<file path="config.mk">
export PLATFORM = sky130hd
export DESIGN_NAME = id_ex_stage
export DESIGN_NICKNAME = d
export VERILOG_FILES = /design/src/rtl/id_ex_stage.sv
export SDC_FILE = /design/constraint.sdc
export NUM_CORES = 1
export LEC_CHECK = 0
export BUFFER_PORTS_ARGS = -buffer_cell sky130_fd_sc_hd__buf_2
export CAP_MARGIN = 20
export CORE_AREA = 4 4 260 262
export CTS_CLUSTER_SIZE = 28
export DETAILED_ROUTE_END_ITERATION = 10
export DIE_AREA = 0 0 264 266
export SYNTH_ARGS = -nofsm -noshare
export SYNTH_HDL_FRONTEND = slang
export SYNTH_SLANG_ARGS = --single-unit
export TNS_END_PERCENT = 5
</file>
<file path="constraint.sdc">
create_clock -name clk -period 2.96 [get_ports clk]
set_input_delay 0.592 -clock clk [delete_from_list [all_inputs] [get_ports clk]]
set_output_delay 0.592 -clock clk [all_outputs]
set_load 0.02 [all_outputs]
</file>
<file path="src/rtl/id_ex_stage.sv">
// -----------------------------------------------------------------------------
// id_ex_stage
//
// Pipeline register between Instruction Decode and Execute.
//
// The stage captures the decoded operands, immediate, pc, register indices and
// control bits of the instruction in ID. It also detects load-use hazards
// against the instruction currently in EX.
//
// On a hazard the stage inserts a one-cycle bubble into EX. It raises stall_id
// so that PC and IF/ID hold the dependent instruction, and it counts the
// bubble. A branch flush from EX squashes the decode slot without counting.
// A same-cycle write-back is bypassed into the captured operands, because the
// register file read in ID cannot yet see it.
//
// Ports
//   clk, rst            rising-edge clock, synchronous active-high reset
//   id_valid            decode slot holds a real instruction
//   id_pc               pc of the decoded instruction
//   id_rs1, id_rs2      source register indices
//   id_rd               destination register index
//   id_rdata1/2         register-file read data (signed)
//   id_imm              sign-extended immediate (signed)
//   id_ctrl             {RegWrite,MemRead,MemWrite,MemtoReg,ALUSrc,Branch,ALUOp[1:0]}
//   wb_RegWrite         write-back stage writes the register file this cycle
//   wb_rd, wb_data      write-back destination and value
//   ex_flush            branch taken in EX: squash the decode slot
//   stall_id            combinational: hold PC and IF/ID this cycle
//   ex_valid            EX slot holds a real instruction
//   ex_pc, ex_rs1, ex_rs2, ex_rd, ex_op1, ex_op2, ex_imm, ex_ctrl
//                       registered copies of the ID fields (operands bypassed)
//   bubble_count        saturating count of load-use bubbles since reset
// -----------------------------------------------------------------------------
module id_ex_stage #(
   parameter int XLEN  = 64,
   parameter int CNT_W = 32
) (
   input  logic                   clk,
   input  logic                   rst,

   input  logic                   id_valid,
   input  logic [XLEN-1:0]        id_pc,
   input  logic [4:0]             id_rs1,
   input  logic [4:0]             id_rs2,
   input  logic [4:0]             id_rd,
   input  logic signed [XLEN-1:0] id_rdata1,
   input  logic signed [XLEN-1:0] id_rdata2,
   input  logic signed [XLEN-1:0] id_imm,
   input  logic [7:0]             id_ctrl,

   input  logic                   wb_RegWrite,
   input  logic [4:0]             wb_rd,
   input  logic signed [XLEN-1:0] wb_data,

   input  logic                   ex_flush,

   output logic                   stall_id,
   output logic                   ex_valid,
   output logic [XLEN-1:0]        ex_pc,
   output logic [4:0]             ex_rs1,
   output logic [4:0]             ex_rs2,
   output logic [4:0]             ex_rd,
   output logic signed [XLEN-1:0] ex_op1,
   output logic signed [XLEN-1:0] ex_op2,
   output logic signed [XLEN-1:0] ex_imm,
   output logic [7:0]             ex_ctrl,
   output logic [CNT_W-1:0]       bubble_count
);

   // Bit position of MemRead inside the control byte.
   localparam int CTRL_MEM_READ = 6;

   localparam logic [CNT_W-1:0] CNT_MAX = {CNT_W{1'b1}};

   logic                   hazard;
   logic signed [XLEN-1:0] op1_sel;
   logic signed [XLEN-1:0] op2_sel;

   // ---------------------------------------------------------------------------
   // Load-use hazard detection.
   // A load in EX produces its data only at the end of MEM. A consumer in ID
   // must therefore wait one cycle. It then picks up the loaded value through
   // the forwarding unit. Writes to x0 are never a dependency.
   // ---------------------------------------------------------------------------
   assign hazard = ex_valid
                 & ex_ctrl[CTRL_MEM_READ]
                 & (ex_rd != 5'd0)
                 & id_valid
                 & ((ex_rd == id_rs1) | (ex_rd == id_rs2));

   // A flush squashes the dependent instruction anyway, so there is nothing
   // to hold. During reset, IF/ID must be free to move.
   assign stall_id = hazard & ~ex_flush & ~rst;

   // ---------------------------------------------------------------------------
   // Operand select with write-back bypass.
   // The register file is written at the end of this cycle, so its read port
   // still shows the old value. The write-back data is taken directly instead.
   // x0 reads zero regardless of what the file or write-back says.
   // ---------------------------------------------------------------------------
   always_comb begin
      // NOTE: every always_comb output gets a default first, so no path can
      //       leave it unassigned and infer a latch.
      op1_sel = id_rdata1;
      op2_sel = id_rdata2;

      if (id_rs1 == 5'd0) begin
         op1_sel = '0;
      end else if (wb_RegWrite && (wb_rd == id_rs1)) begin
         op1_sel = wb_data;
      end

      if (id_rs2 == 5'd0) begin
         op2_sel = '0;
      end else if (wb_RegWrite && (wb_rd == id_rs2)) begin
         op2_sel = wb_data;
      end
   end

   // ---------------------------------------------------------------------------
   // Stage register. Priority is reset > flush > hazard > capture.
   // On a flush or a bubble, only ex_valid and ex_ctrl are cleared. Clearing
   // ex_ctrl is enough to make the slot harmless downstream (no RegWrite, no
   // MemWrite, no Branch). The data fields simply hold.
   // ---------------------------------------------------------------------------
   always_ff @(posedge clk) begin
      // NOTE: sequential state uses non-blocking assignments only, so every
      //       flop samples the pre-edge values regardless of statement order.
      if (rst) begin
         ex_valid     <= 1'b0;
         ex_pc        <= '0;
         ex_rs1       <= '0;
         ex_rs2       <= '0;
         ex_rd        <= '0;
         ex_op1       <= '0;
         ex_op2       <= '0;
         ex_imm       <= '0;
         ex_ctrl      <= '0;
         bubble_count <= '0;
      end else if (ex_flush) begin
         ex_valid <= 1'b0;
         ex_ctrl  <= '0;
      end else if (hazard) begin
         ex_valid <= 1'b0;
         ex_ctrl  <= '0;
         if (bubble_count != CNT_MAX) begin
            bubble_count <= bubble_count + 1'b1;
         end
      end else begin
         ex_valid <= id_valid;
         ex_pc    <= id_pc;
         ex_rs1   <= id_rs1;
         ex_rs2   <= id_rs2;
         ex_rd    <= id_rd;
         ex_op1   <= op1_sel;
         ex_op2   <= op2_sel;
         ex_imm   <= id_imm;
         // An empty decode slot must not carry live control into EX.
         ex_ctrl  <= id_valid ? id_ctrl : 8'h00;
      end
   end

endmodule

</file>
# == After elaboration in Yosys (flattened, before gate mapping) ==
# Index checks and enable logic that the tools add are counted.
# word_totals
regBits,312
output_inout_bits,313
elab_cells,40
in_bits,353
# classes
n_addsub,1
mux,4
eq_ne,5
reduce_logical,9
bitwise_logic,11
# ops
cell,count
$mux W64,4
$add A32 B1 Y32 const B,1
$ne A32 B32 Y1 const B,1
$eq A5 B5 Y1,4
$logic_not A5 Y1,2
$and A1 B1 Y1,6
$reduce_bool A5 Y1,1
$not A1 Y1,4
$reduce_or A4 Y1,1
$reduce_and A3 Y1,1
$reduce_or A3 Y1,1
$logic_and A1 B1 Y1,2
$reduce_and A2 Y1,1
$or A1 B1 Y1,1

# == Depth between registers and ports, before layout ==
# Gate-level depths: netlist (run 1).
# logic_depth
depth_word,6
depth_mapped,9
mapped_depth_nobuf,7

# == Least setup slack after synthesis (run 1) ==
# OpenSTA, ideal clock, no wires.
# synth_timing
path_type,input-to-output
startpoint,in id_rs1[3]
endpoint,out stall_id
slack_ps,537
path_buffers,1
t_arrival_ps,1831
required_time_ps,2368
cell_stages,6
path_cell_list,xnor2_1 > nand3_1 > o22ai_2 > nand2_1 > buf_2 > nor2_1
# synth_between
elab_chain_len,5
# synth_rtl
element,line_no,text
"start, declared",43,"input logic [4:0] id_rs1,"
$eq A5 B5 Y1,89,& ((ex_rd == id_rs1) | (ex_rd == id_rs2));
$or A1 B1 Y1,89,
$and A1 B1 Y1,89,
$and A1 B1 Y1 (2 in a row),93,assign stall_id = hazard & ~ex_flush & ~rst;
"end, declared",57,"output logic stall_id,"
# No other way between the ends.

# == Worst setup path in the final report (run 1) ==
# layout_timing
startpoint,reg ex_rd[2]
endpoint,out stall_id
# layout_between
elab_chain_len,6
# layout_rtl
element,line_no,text
"start, declared",62,"output logic [4:0] ex_rd,"
"start signal, assigned",154,ex_rd <= id_rd;
$reduce_bool A5 Y1,87,& (ex_rd != 5'd0)
$and A1 B1 Y1,87,
$and A1 B1 Y1,88,& id_valid
$and A1 B1 Y1 (*),89,
$and A1 B1 Y1 (*) (2 in a row),93,
# Every way passes the cells marked *; elsewhere a longest branch is shown, timed or not.

==> metrics.md, run 1 <==
| Metric | Value |
|---|---|
| Capture point of the worst path | `stall_id` |
| Synth Net Count | `1,808` |
| Hold Buf Count CTS | `0` |
| Most common cell in the synthesized netlist | `dfxtp_1` |
| ANT nets after route | `0` |
| Wire per inst | `19.51 um` |
| Area delta synth->final | `43.67%` |
| Total CTS buffers | `38` |
| Die area | `0.07022 mm2` |
| Site row count | `94` |
| Vias in the first global route | `12,850` |
| Seq/Total Area, Yosys | `47.80%` |
| Largest net degree at the start of global routing | `129` |
| Hold Path Class | `in -> reg` |
| Share of layout cells above drive strength 1 | `37.32%` |
| H-Tree Depth | `2` |
| Cell depth of the worst flop-to-flop path | `9` |
| Beginning of the critical path | `ex_rd[2]$_SDFFE_PP0P_` |
| Crit-path max FO | `5` |
| Post-synth EDFFs | `0` |
| Post-DP HPWL | `44.35 mm` |
| Synth Flop Type | `dfxtp_1` |
| Status | `finished, final reports clean` |
| Clock power frac | `43.5%` |
| Via/cell ratio | `4.469` |
| Ys async rst share | `0%` |
| Worst path bufs/invs | `1` |
| Die Height | `266 um` |
| YS warnings | `0` |
| Max Buffers Root-to-Sink | `3` |
| Initial Util | `19.98%` |
| TritonRoute pass-1 iters | `5` |
| Max stage delay on crit path | `0.54 ns` |
| Worst-Skew Late Latency | `0.57 ns` |
| Worst flop-to-flop path endpoint | `ex_pc[25]$_SDFFE_PP0P_` |
| Crit Reg-Reg Startpoint | `ex_rd[2]$_SDFFE_PP0P_` |
| P per Cell Area | `568.8 mW/mm2` |
| Syn Std Cell Area | `0.01307 mm2` |
| Maxcap violations | `0` |
| CTS clock-pin slew for the worst setup and hold paths | `0.06 ns` |
| Internal power | `7685 uW` |
| Tcrit/Tclk final | `95.49%` |
| Syn_area_per_cell | `8.986 um2` |
| Drt drc | `0` |
| Hold Slack | `0.2381 ns` |
| Most area-consuming cells after synthesis | `dfxtp_1, mux2i_1, nand2_1` |
| Switch share | `28.03%` |
| Synth cell count leaders | `dfxtp_1, nand2_1, a21oi_1` |
| Vias post-DR | `13,330` |
| Setup violations, final | `0` |
| Peak supply drop | `0.4693 mV` |
| DRT iter0 DRCs | `982` |
| Total Wirelength | `58.18 mm` |
| I/O Buffers | `665` |
| Grt ovf | `0` |
| Clock sinks | `312` |
| CTS tree | `yes` |
| Seq pwr share | `42.5%` |
| Worst endpoint required time | `2.37 ns` |
| Multi-input gate area | `0.006335 mm2` |
| Flop2flop setup slack | `0.41 ns` |
| Critical Path Slowest Stage Cell | `or4_1` |
| Top-area cell type share of the netlist area | `47.80%` |
| WS Path Type | `reg -> out` |
| Final Hold Fails | `0` |
| Crit. End Element | `output pin` |
| #FFs+latches synth | `312` |
| Levels on crit path | `6` |
| Core area | `0.06539 mm2` |
| Worst-margin pin slew | `0.6132 ns` |
| Yosys top cell by area | `dfxtp_1` |
| Syn Inst Count | `1,454` |
| Core Util, Final | `28.71%` |
| Largest delay share family, worst path | `simple AND/OR/NAND/NOR gates` |
| Final setup skew | `0.03118 ns` |
| Unrepaired setup endpoints after global routing | `false` |
| I/O pins | `666` |
| GPL Wtd Cong | `0.8150` |
| Final #Nets | `2,432` |
| Maximum clock rate | `0.3538 GHz` |
| Chip width | `264 um` |
| Arrival time worst endpoint | `2.23 ns` |
| Cell leakage power | `0.008015 uW` |
| Logic pwr share | `14.0%` |
| Crit-path cells | `or4_1 -> o2111ai_4 -> nor2_1 -> nand2_2 -> nor2_1 -> buf_2` |
| Setup_tns | `0 ns` |
| Switch Pwr | `2993 uW` |
| Sequential cell area | `0.006246 mm2` |
| Max-slew violations | `0` |
| Layout filler cell count | `7,123` |
| Startpoint types | `register` |
| Root buffer cell | `clkbuf_16` |
| First-pass GRT wire length | `83.33 mm` |
| Slew HR | `59.12%` |
| Min cycle time layout | `2.826 ns` |
| Most frequent cell on the critical path | `nor2_1` |
| Number of distinct library cells after synthesis | `40` |
| Initial antenna violation count | `36` |
| Gr usage total | `15.42%` |
## worst min path at each step
stage,start,end,cells past startpoint,slack [ns]
floorplan,ex_pc[24]$_SDFFE_PP0P_,ex_pc[24]$_SDFFE_PP0P_,2,0.53
global placement,ex_pc[15]$_SDFFE_PP0P_,ex_pc[15]$_SDFFE_PP0P_,2,0.44
detailed placement,ex_pc[15]$_SDFFE_PP0P_,ex_pc[15]$_SDFFE_PP0P_,2,0.44
CTS,id_ctrl[6],ex_ctrl[6]$_SDFF_PP0_,2,0.19
global route,id_ctrl[6],ex_ctrl[6]$_SDFF_PP0_,2,0.21
finish,id_ctrl[6],ex_ctrl[6]$_SDFF_PP0_,2,0.24
## flip-flops by register name, indices dropped and copies added (netlist names)
name          cells
bubble_count     32
ex_ctrl           8
ex_rs1            5
ex_rd             5
ex_op2           64
ex_rs2            5
ex_pc            64
ex_op1           64
ex_imm           64
ex_valid          1
## cell usage in the layout, fill, tap and decap left out, types with 2 or more instances in the layout
cell type   synthesis  layout
and3_4              0       2
bufinv_16           0       2
diode_2             0      12
and2_1             10      10
inv_6               0       2
and4_1              6       6
buf_4               2      30
o31ai_1           135     135
buf_12              0      14
or4_1               9       9
clkbuf_16           0      38
mux2i_1           128     128
o21ai_0            12      12
buf_2              47     664
nand3b_1          129     129
clkbuf_8            0       6
and3_1              5       3
o2111ai_1           2       2
or3_1              16      16
nand3_1            15      15
a21oi_1           164     164
xnor2_1            16      16
o21bai_4            0       2
dfxtp_1           312     312
nand4_1            10      10
nor2_1             16      16
nor2b_1             2       2
nor4_1              6       6
nand2_1           302     301
nor3_1              2       2
inv_1               2       2
clkbuf_1           65       4
clkinv_2            0      12
xor2_1             14      14
clkinvlp_4          0       3
## routing by layer
layer,global-route usage (%),share of wire [%]
met5,0,0.11
met4,5.311,3.6
met3,5.319,9.1
met2,25.82,47
met1,18.51,40
## logic make-up after synthesis
| family | count (synthesis) | share of synthesized area (%) |
|---|---|---|
| adder cells (fa/ha/maj) | 1 | 0.09574 |
| AO/OA/AOI/OAI | 322 | 15.26 |
| multiplexers | 129 | 9.892 |
| AND/OR/NAND/NOR | 532 | 20.75 |
| buffers and inverters | 128 | 4.185 |
| XOR/XNOR | 30 | 2.011 |
| flip-flops | 312 | 47.80 |
## worst reg2reg max path, delay by kind of cell, from the launching register on
kind                   cells  cell delay, ns
AO/OA/AOI/OAI              3            0.66
flip-flops                 1            0.37
AND/OR/NAND/NOR            2            0.63
buffers and inverters      4            0.81
## power groups by stage
stage / registers [uW] / logic, uW / clock network, uW
2_1_floorplan: 4890 / 506 / 0
3_3_place_gp: 4620 / 1510 / 0
3_5_place_dp: 4630 / 1510 / 0
4_1_cts: 4540 / 1520 / 4820
5_1_grt: 4560 / 1620 / 4970
6_report: 4540 / 1490 / 4650
## repair_timing
item                                    CTS  global route
gates resized for setup                   1             1
pin swaps                                 1             0
endpoints found under the setup margin    1             1
buffers inserted                          1             0
endpoints found under the hold margin     0             0
## layout make-up
cell class | count | share of cell area [%]
multi-input cells | 1014 | 33.75
flip-flops and latches | 312 | 33.27
repair buffers | 709 | 20.48
well taps | 864 | 5.759
clock buffers | 48 | 5.586
clock inverters | 20 | 0.9398
diodes | 12 | 0.1600
inverters | 3 | 0.05999
## through the flow
step                      total power [uW]  setup slack, ns  instance area [um2]  cells
final                                10680           0.1336                18770   2982
after global placement                6134           0.3533                17500   2901
after CTS                            10870         0.005634                18740   2970
after detailed placement              6139           0.3830                17500   2901
after floorplan                       5391           0.5371                13070   1454
after global routing                 11160         0.001913                18760   2979
Power figures use the tool's default switching activity.
==> run 2, diff against run 1 <==
CELL_PAD_IN_SITES_DETAIL_PLACEMENT = 0   (was default)
CELL_PAD_IN_SITES_GLOBAL_PLACEMENT = 1   (was default)
CORE_AREA = 4 4 254 256   (was 4 4 260 262)
DIE_AREA = 0 0 258 260   (was 0 0 264 266)
PLACE_DENSITY_LB_ADDON = 0.1   (was default)
==> run 2 against run 1 <==
- sequential power is essentially flat
- count of clock-buffer cells in the layout grew 14
- first-iteration DRC count fell by 24%
- non-clock buffer count grew 1
- final cell count fell by 0.50%
- combinational power up 4%
- core utilization increased by 1.7 points
- total power increased by 5.5%
- clock power up 11%
- routed wire length is 7.9% higher
- largest cell class unchanged
- largest power group unchanged
- highest routed layer unchanged
==> metrics.md, run 2 (synthesized netlist as in run 1, its figures left out) <==
| Metric | Value |
|---|---|
| Initial antenna violation count | `23 (-36%)` |
| Startpoint types | `register` |
| Max stage delay on crit path | `0.54 ns (about the same)` |
| Chip width | `258 um (-2.3%)` |
| Via/cell ratio | `4.423 (-1.0%)` |
| CTS clock-pin slew for the worst setup and hold paths | `0.06 ns (about the same)` |
| Most frequent cells in the layout | `buf_2, dfxtp_1, nand2_1, a21oi_1, o31ai_1` |
| TritonRoute pass-1 iters | `5 (unchanged)` |
| Slew HR | `43.95% (-15 points)` |
| Wl on met1 | `25.01 mm (+6.3%)` |
| Status | `finished, final reports clean` |
| WS Path Type | `reg -> out` |
| Largest net degree at the start of global routing | `126 (-2.3%)` |
| Root buffer cell | `clkbuf_16` |
| Drt drc | `0 (unchanged)` |
| Routed wl met2 | `29.92 mm (+9.9%)` |
| I/O pins | `666 (unchanged)` |
| Power, Total | `11,260 uW (+5.5%)` |
| Hold Path Class | `in -> reg` |
| Crit. End Element | `output pin` |
| Critical Path Slowest Stage Cell | `or4_4` |
| Worst-Skew Late Latency | `0.56 ns (about the same)` |
| Initial Util | `20.90% (+0.92 points)` |
| Layout filler cell count | `6,795 (-4.6%)` |
| Gr usage total | `17.50% (+2.1 points)` |
| DRT iter0 DRCs | `744 (-24%)` |
| P per Cell Area | `593.0 mW/mm2 (+4.2%)` |
| ANT nets after route | `0 (unchanged)` |
| Max Buffers Root-to-Sink | `3 (unchanged)` |
| Max-slew violations | `0 (unchanged)` |
| Sequential cell area | `0.006247 mm2 (about the same)` |
| Post-DP HPWL | `47.31 mm (+6.7%)` |
| Met3 WL | `5.980 mm (+13%)` |
| Cell leakage power | `0.008127 uW (+1.4%)` |
| Total Wirelength | `62.80 mm (+7.9%)` |
| Setup_tns | `0 ns (unchanged)` |
| Most common cell after layout, fill and taps aside | `buf_2` |
| Total CTS buffers | `41 (+7.9%)` |
| Die area | `0.06708 mm2 (-4.5%)` |
| Site row count | `92 (-2.1%)` |
| Hold Slack | `0.2325 ns (-0.005602 ns)` |
| Hold Buf Count CTS | `0 (unchanged)` |
| Multi-input gate area | `0.006344 mm2 (+0.14%)` |
| H-Tree Depth | `2 (unchanged)` |
| Wire per inst | `21.17 um (+8.5%)` |
| Crit-path max FO | `5 (unchanged)` |
| Worst-margin pin slew | `0.8290 ns (+0.2159 ns)` |
| Unrepaired setup endpoints after global routing | `false` |
| Maxcap violations | `0 (unchanged)` |
| Area delta synth->final | `45.34%` |
| Maximum clock rate | `0.3565 GHz (+0.77%)` |
| Share of layout cells above drive strength 1 | `37.36% (about the same)` |
| Grt ovf | `0 (unchanged)` |
| Most frequent cell on the critical path | `nor2_1` |
| Vias post-DR | `13,120 (-1.5%)` |
| Setup violations, final | `0 (unchanged)` |
| Die Height | `260 um (-2.3%)` |
| Min cycle time layout | `2.805 ns (-0.02163 ns)` |
| CTS tree | `yes` |
| Worst path bufs/invs | `1 (unchanged)` |
| Peak supply drop | `0.3044 mV (-35%)` |
| Worst endpoint required time | `2.37 ns (about the same)` |
| Final #Nets | `2,436 (+0.16%)` |
| Largest delay share family, worst path | `simple AND/OR/NAND/NOR gates` |
| GPL Wtd Cong | `0.8310 (+2.0%)` |
| Tcrit/Tclk final | `94.76% (-0.73 points)` |
| First-pass GRT wire length | `89.40 mm (+7.3%)` |
| Final Hold Fails | `0 (unchanged)` |
| Arrival time worst endpoint | `2.21 ns (-0.02 ns)` |
| Highest metal layer with signal wires | `met5` |
| Vias in the first global route | `13,170 (+2.5%)` |
| Crit-path cells | `or4_4 -> o2111ai_4 -> nor2_1 -> nand2_1 -> nor2_1 -> buf_2` |
| Clock sinks | `312 (unchanged)` |
| Core area | `0.06250 mm2 (-4.4%)` |
| Final setup skew | `0.02321 ns (-0.007967 ns)` |
| I/O Buffers | `665 (unchanged)` |
==> run 2: path summary, 6_finish.rpt <==
path	startpoint	end	slack (ns)	depth (start not counted)
max	ex_rd[2]$_SDFFE_PP0P_	stall_id	0.16	6
min	id_ctrl[3]	ex_ctrl[3]$_SDFF_PP0_	0.23	2
max reg2reg	ex_rd[2]$_SDFFE_PP0P_	ex_rs1[2]$_SDFFE_PP0P_	0.39	8
min reg2reg	ex_imm[7]$_SDFFE_PP0P_	ex_imm[7]$_SDFFE_PP0P_	0.45	2
==> run 2: layout make-up <==
type                       instances  share of cell area [%]
clock inverter                    11                  0.7247
timing repair buffer             710                   20.60
antenna                            9                  0.1186
clock buffer                      62                   6.621
sequential                       312                   32.90
inverter                           3                 0.05930
tap                              846                   5.574
multi-input combinational       1014                   33.40
==> run 2: per-stage QoR <==
| step | instance area [um2] | util, % | instances | setup slack [ns] |
|---|---|---|---|---|
| global placement | 17540 | 28.06 | 2884 | 0.1520 |
| finish | 18990 | 30.38 | 2967 | 0.1552 |
| global route | 18980 | 30.37 | 2963 | 0.02002 |
| detailed placement | 17540 | 28.06 | 2884 | 0.1740 |
| CTS | 18960 | 30.33 | 2958 | 0.05519 |
| floorplan | 13070 | - | 1454 | 0.5371 |
==> run 2: per-layer routing <==
layer	vias to the layer above	track usage, %
met5	-	0
met4	24	5.215
met3	106	7.342
met2	494	29.35
li1	6416	-
met1	6084	20.44
==> run 2: timing repair <==
| action | CTS | global route |
|---|---|---|
| gates resized for setup | 3 | 1 |
| setup buffers | 1 | 0 |
| endpoints found under the setup margin | 1 | 1 |
| pin swaps | 1 | 0 |
==> run 2: where the power goes <==
group / switching [uW] / leakage [uW] / internal (uW)
Clock: 2000 / 0.000693 / 3180
Sequential: 110 / 0.00257 / 4420
Combinational: 963 / 0.00487 / 585
Total: 3070 / 0.00813 / 8190
==> run 2: worst reg2reg max path: stages, from the launching register on <==
cell,delay (ns)
dfxtp_1,0.37
or4_4,0.54
o2111ai_4,0.22
buf_4,0.17
inv_2,0.06
a21oi_4,0.49
buf_12,0.27
nand2_1,0.20
a21oi_1,0.16
